**config.mk**
```make
export PLATFORM = sky130hd
export DESIGN_NAME = ahb_lite_cmd_master
export DESIGN_NICKNAME = d
export VERILOG_FILES = /design/src/rtl/ahb_lite_cmd_master.sv
export SDC_FILE = /design/constraint.sdc
export NUM_CORES = 1
export LEC_CHECK = 0
export CORE_MARGIN = 4
export CORE_UTILIZATION = 50
export DETAILED_ROUTE_END_ITERATION = 8
export PLACE_DENSITY = 0.87
export SLEW_MARGIN = 20
export SYNTH_ARGS = -nofsm -noshare
export SYNTH_HDL_FRONTEND = slang
export SYNTH_SLANG_ARGS = --single-unit
```
**constraint.sdc**
```tcl
create_clock -name HCLK -period 13.9 [get_ports HCLK]
set_clock_uncertainty 0.1 [all_clocks]
set_input_delay 2.78 -clock HCLK [delete_from_list [all_inputs] [get_ports HCLK]]
set_output_delay 2.78 -clock HCLK [all_outputs]
set_load 0.1 [all_outputs]
```
**src/rtl/ahb_lite_cmd_master.sv**
```systemverilog
// Command-stream to AHB-Lite single-transfer master; NONSEQ one cycle after accept, response two cycles after that with zero waits.
// Credit-limited by RSP_DEPTH; define AHB_MASTER_PIPELINE_EN to overlap a new address phase with the previous data phase.
module ahb_lite_cmd_master #(
    parameter int unsigned RSP_DEPTH = 2,
    parameter logic [3:0]  HPROT_VAL = 4'b0011
) (
    input  logic        HCLK,
    input  logic        HRESET,
    input  logic        cmd_valid,
    output logic        cmd_ready,
    input  logic        cmd_write,
    input  logic [31:0] cmd_addr,
    input  logic [2:0]  cmd_size,
    input  logic [63:0] cmd_wdata,
    output logic        rsp_valid,
    input  logic        rsp_ready,
    output logic [63:0] rsp_rdata,
    output logic        rsp_write,
    output logic        rsp_err,
    output logic        HSEL,
    output logic [31:0] HADDR,
    output logic [1:0]  HTRANS,
    output logic        HWRITE,
    output logic [2:0]  HSIZE,
    output logic [2:0]  HBURST,
    output logic [3:0]  HPROT,
    output logic [63:0] HWDATA,
    input  logic        HREADY,
    input  logic        HRESP,
    input  logic [63:0] HRDATA
);

    localparam int PW = (RSP_DEPTH > 1) ? $clog2(RSP_DEPTH) : 1;
    localparam int CW = $clog2(RSP_DEPTH + 1);

    typedef enum logic {BUS_RUN, BUS_ERR2} bus_st_t;

    bus_st_t        bus_st;
    bus_st_t        bus_st_nxt;
    logic           a_vld;
    logic           d_vld;
    logic           d_write;
    logic [63:0]    a_wdata;
    logic           accept;
    logic           a_done;
    logic           d_done;
    logic           slot_ok;
    logic           push;
    logic           pop;
    logic [1:0]     sz_clamp;
    logic [31:0]    addr_aligned;
    logic [PW-1:0]  wr_ptr;
    logic [PW-1:0]  rd_ptr;
    logic [CW-1:0]  count;
    logic [CW:0]    outstanding;
    logic [63:0]    fifo_rdata [RSP_DEPTH];
    logic           fifo_write [RSP_DEPTH];
    logic           fifo_err   [RSP_DEPTH];

    function automatic logic [PW-1:0] ptr_inc(input logic [PW-1:0] p);
        return (p == PW'(RSP_DEPTH - 1)) ? '0 : p + PW'(1);
    endfunction

    always_comb begin
        sz_clamp = (cmd_size > 3'd3) ? 2'd3 : cmd_size[1:0];
        case (sz_clamp)
            2'd0:    addr_aligned = cmd_addr;
            2'd1:    addr_aligned = {cmd_addr[31:1], 1'b0};
            2'd2:    addr_aligned = {cmd_addr[31:2], 2'b0};
            default: addr_aligned = {cmd_addr[31:3], 3'b0};
        endcase
    end

    // The held address phase must not advance during the forced-IDLE error cycle.
    always_comb begin
        outstanding = {1'b0, count} + {{CW{1'b0}}, a_vld} + {{CW{1'b0}}, d_vld};
        a_done      = a_vld && HREADY && !HRESP && (bus_st == BUS_RUN);
        d_done      = d_vld && HREADY;
`ifdef AHB_MASTER_PIPELINE_EN
        slot_ok     = !a_vld || a_done;
`else
        slot_ok     = !a_vld && (!d_vld || d_done);
`endif
        cmd_ready   = !HRESET && (outstanding < (CW+1)'(RSP_DEPTH)) && slot_ok;
        accept      = cmd_valid && cmd_ready;
        push        = d_done;
        pop         = rsp_valid && rsp_ready;
    end

    always_ff @(posedge HCLK) begin
        if (HRESET) begin
            bus_st <= BUS_RUN;
        end else begin
            bus_st <= bus_st_nxt;
        end
    end

    always_comb begin
        bus_st_nxt = bus_st;
        case (bus_st)
            BUS_RUN:  if (d_vld && HRESP && !HREADY) bus_st_nxt = BUS_ERR2;
            BUS_ERR2: if (HREADY) bus_st_nxt = BUS_RUN;
            default:  bus_st_nxt = BUS_RUN;
        endcase
    end

    always_comb begin
        HTRANS = (a_vld && bus_st == BUS_RUN) ? 2'b10 : 2'b00;
        HSEL   = (HTRANS != 2'b00);
        HBURST = 3'b000;
        HPROT  = HPROT_VAL;
    end

    always_ff @(posedge HCLK) begin
        if (HRESET) begin
            a_vld   <= 1'b0;
            d_vld   <= 1'b0;
            d_write <= 1'b0;
            HADDR   <= '0;
            HWRITE  <= 1'b0;
            HSIZE   <= '0;
            a_wdata <= '0;
            HWDATA  <= '0;
            wr_ptr  <= '0;
            rd_ptr  <= '0;
            count   <= '0;
        end else begin
            if (accept) begin
                a_vld   <= 1'b1;
                HADDR   <= addr_aligned;
                HWRITE  <= cmd_write;
                HSIZE   <= {1'b0, sz_clamp};
                a_wdata <= cmd_wdata;
            end else if (a_done) begin
                a_vld <= 1'b0;
            end

            if (a_done) begin
                d_vld   <= 1'b1;
                d_write <= HWRITE;
                HWDATA  <= a_wdata;
            end else if (d_done) begin
                d_vld <= 1'b0;
            end

            if (push) wr_ptr <= ptr_inc(wr_ptr);
            if (pop)  rd_ptr <= ptr_inc(rd_ptr);
            case ({push, pop})
                2'b10:   count <= count + CW'(1);
                2'b01:   count <= count - CW'(1);
                default: count <= count;
            endcase
        end
    end

    always_ff @(posedge HCLK) begin
        if (push && !HRESET) begin
            fifo_rdata[wr_ptr] <= (d_write || HRESP) ? 64'd0 : HRDATA;
            fifo_write[wr_ptr] <= d_write;
            fifo_err[wr_ptr]   <= HRESP;
        end
    end

    always_comb begin
        rsp_valid = (count != '0);
        rsp_rdata = rsp_valid ? fifo_rdata[rd_ptr] : 64'd0;
        rsp_write = rsp_valid ? fifo_write[rd_ptr] : 1'b0;
        rsp_err   = rsp_valid ? fifo_err[rd_ptr]   : 1'b0;
    end

endmodule
```
==> metrics.txt <==
type of the worst setup path in2out; HPWL after DPL 19820 um; Max Cap Viol 0; Fillers 1613; worst slew pin tran 1.086 ns; CP required 11.02 ns; Hold Path Depth 2; post-layout min period 8.010 ns; routability cong. 0.7789; antenna-violating nets left 0; post-CTS setup buffers 0; Max Clk Rate 0.1248 GHz; vias 8331; initial drt markers 466; reg-to-reg setup timing slack 11.03 ns; synthesized flop and latch total 304; Cell Int Power 1.593 mW; Flop pwr share 0.457; Clock transition at path regs 0.06 ns; CTS tree built; Core Footprint 0.02347 mm2; final hold vios 0; total CTS buffers 31; Hold Buf Count CTS 0; Area Overhead vs Synth 39.38%; register area share after synthesis 0.6201; # rows 56; Final #Nets 1494; DRC 0; Critical Path Sink Type output port; cts repair resizes 0; DP Worst Slack 6.011 ns; antenna violations before repair 3; cells on worst reg2reg path 5; global route overflow 0; H-tree depth 1; Die H 162.6 um; all-layer global routing usage 0.2172; Post-Layout Cell Count 1665; Warnings, synthesis 0; largest fanout on the critical path 82; final setup fails 0; switching portion of total power 0.2493; Worst VDD drop 0.1069 mV; Final period util 0.5763; largest net degree at the start of global routing 96; Initial Util 0.5089; Sink Count 304; # IOs 348; share of cells above drive strength 1 0.1264; final core occ 0.7093; post-synthesis cell type count 32; Max Transition Viols Final 0; combinational power share 0.135; via-per-instance ratio 5.004; LEAKAGE 5.921 nW; crit start category primary input; input/output buffers 338; Cells after Synth 1008; final instance area 0.01665 mm2; WL per Instance 18.09 um; Min-Delay Path Class reg2reg; Mean Syn Cell Area 11.85 um2; pwr/cell area 127.5 mW/mm2; dpl cell area 0.01552 mm2; status finished clean; drt pass-1 iters 6; global-route wire length before repair 45800 um; vias in the first global route 8587; worst skew pair latency 0.54 ns; RSZ-0062 raised after global routing false; Placed Cells 1607; Die ar. 0.02643 mm2; root buffer cell clkbuf_16; wirelength, routed 30120 um; Crit path arrival time 5.13 ns; die width 162.6 um; Worst slew margin 0.2740; Clock Path Buffers 3; power after layout 2.123 mW; final worst-path setup slack 5.890 ns; setup TNS 0 ns; hold_ws 0.3490 ns; Clock Power Share 0.408; mapped cell area 0.01195 mm2; switching pwr 0.5292 mW
==> state kept, by name, indices dropped and copies added, names as in the netlist, 2 cells and up, named ones only <==
register / cells
fifo_rdata: 128
a_wdata: 64
HADDR: 32
fifo_err: 2
HSIZE: 2
fifo_write: 2
HWDATA: 64
count: 2
==> path summary, 6_finish.rpt <==
path | startpoint | end
max | HRESET | cmd_ready
min | a_wdata[8] | HWDATA[8]
max reg2reg | count[0] | a_wdata[52]
min reg2reg | a_wdata[8] | HWDATA[8]
==> cells in the mapped netlist (all sizes together) <==
cell type | count | area, um2
mux2 | 95 | 1134
clkbuf | 37 | 138.9
xnor2 | 1 | 8.760
nor2b | 96 | 600.6
dfxtp | 172 | 3443
nor3 | 2 | 10.01
nor4 | 1 | 21.27
mux2i | 68 | 680.7
nor3b | 1 | 7.510
nand3 | 1 | 10.01
o21ai | 2 | 10.01
nand2 | 134 | 503.0
a311oi | 2 | 17.52
xor2 | 3 | 26.28
and2 | 65 | 406.6
or3 | 1 | 6.260
buf | 37 | 224.0
nor4bb | 2 | 20.02
conb | 2 | 7.510
nand3b | 1 | 7.510
nor2 | 74 | 277.8
edfxtp | 132 | 3964
ha | 2 | 25.02
nand4bb | 1 | 11.26
inv | 2 | 7.510
a21oi | 69 | 345.3
a31oi | 2 | 12.51
nand2b | 3 | 18.77
==> worst max-delay path, stage by stage <==
cell,delay [ns]
buf_4,0.36
nor4_4,0.50
and2_1,0.27
clkdlybuf4s50_1,1.19
==> cells by family (layout without fill, tap and decap cells) <==
group,Yosys count,in the layout,synth area share
compound gates,75,75,0.03226
xor+xnor,4,4,0.002933
fa+ha+maj,2,2,0.002095
buf+inv,76,406,0.03100
flops,304,304,0.6201
mux,163,163,0.1519
other cells,2,10,0.0006287
simple gates,382,382,0.1591
==> cell type report <==
class                           count  area, um2  area share
Timing Repair Buffer              348       3468      0.2083
Clock buffer                       43      975.9     0.05862
Tap cell                          319      399.1     0.02397
Inverter                            2      7.507   0.0004509
Sequential cell                   304       7411      0.4451
Antenna cell                        1      2.502   0.0001503
Multi-Input combinational cell    635       4258      0.2557
Clock inverter                     13      127.6    0.007665
==> cells in the final DEF, fill, tap and decap left out, types with 65 or more instances in the layout <==
cell | Yosys | final
clkdlybuf4s50_1 | 0 | 337
and2_1 | 65 | 65
mux2i_1 | 68 | 68
nor2b_1 | 96 | 96
nand2_1 | 134 | 134
dfxtp_1 | 172 | 171
a21oi_1 | 69 | 69
edfxtp_1 | 132 | 132
mux2_2 | 78 | 78
nor2_1 | 74 | 72
==> power groups by stage <==
stage	combinational [mW]	clock (mW)	sequential [mW]
2_1_floorplan	0.127	0	1.06
3_3_place_gp	0.281	0	0.988
3_5_place_dp	0.285	0	0.990
4_1_cts	0.287	0.882	0.971
5_1_grt	0.299	0.920	0.974
6_report	0.286	0.865	0.971
==> metal layers <==
metal | global-route usage | wire (um) | vias up
met2 | 0.3632 | 14210 | 325
met3 | 0.1030 | 3726 | 59
li1 | - | - | 4007
met5 | 0 | 22 | -
met4 | 0.06481 | 842 | 4
met1 | 0.2495 | 11310 | 3936
(Power assumes the default switching activity.)
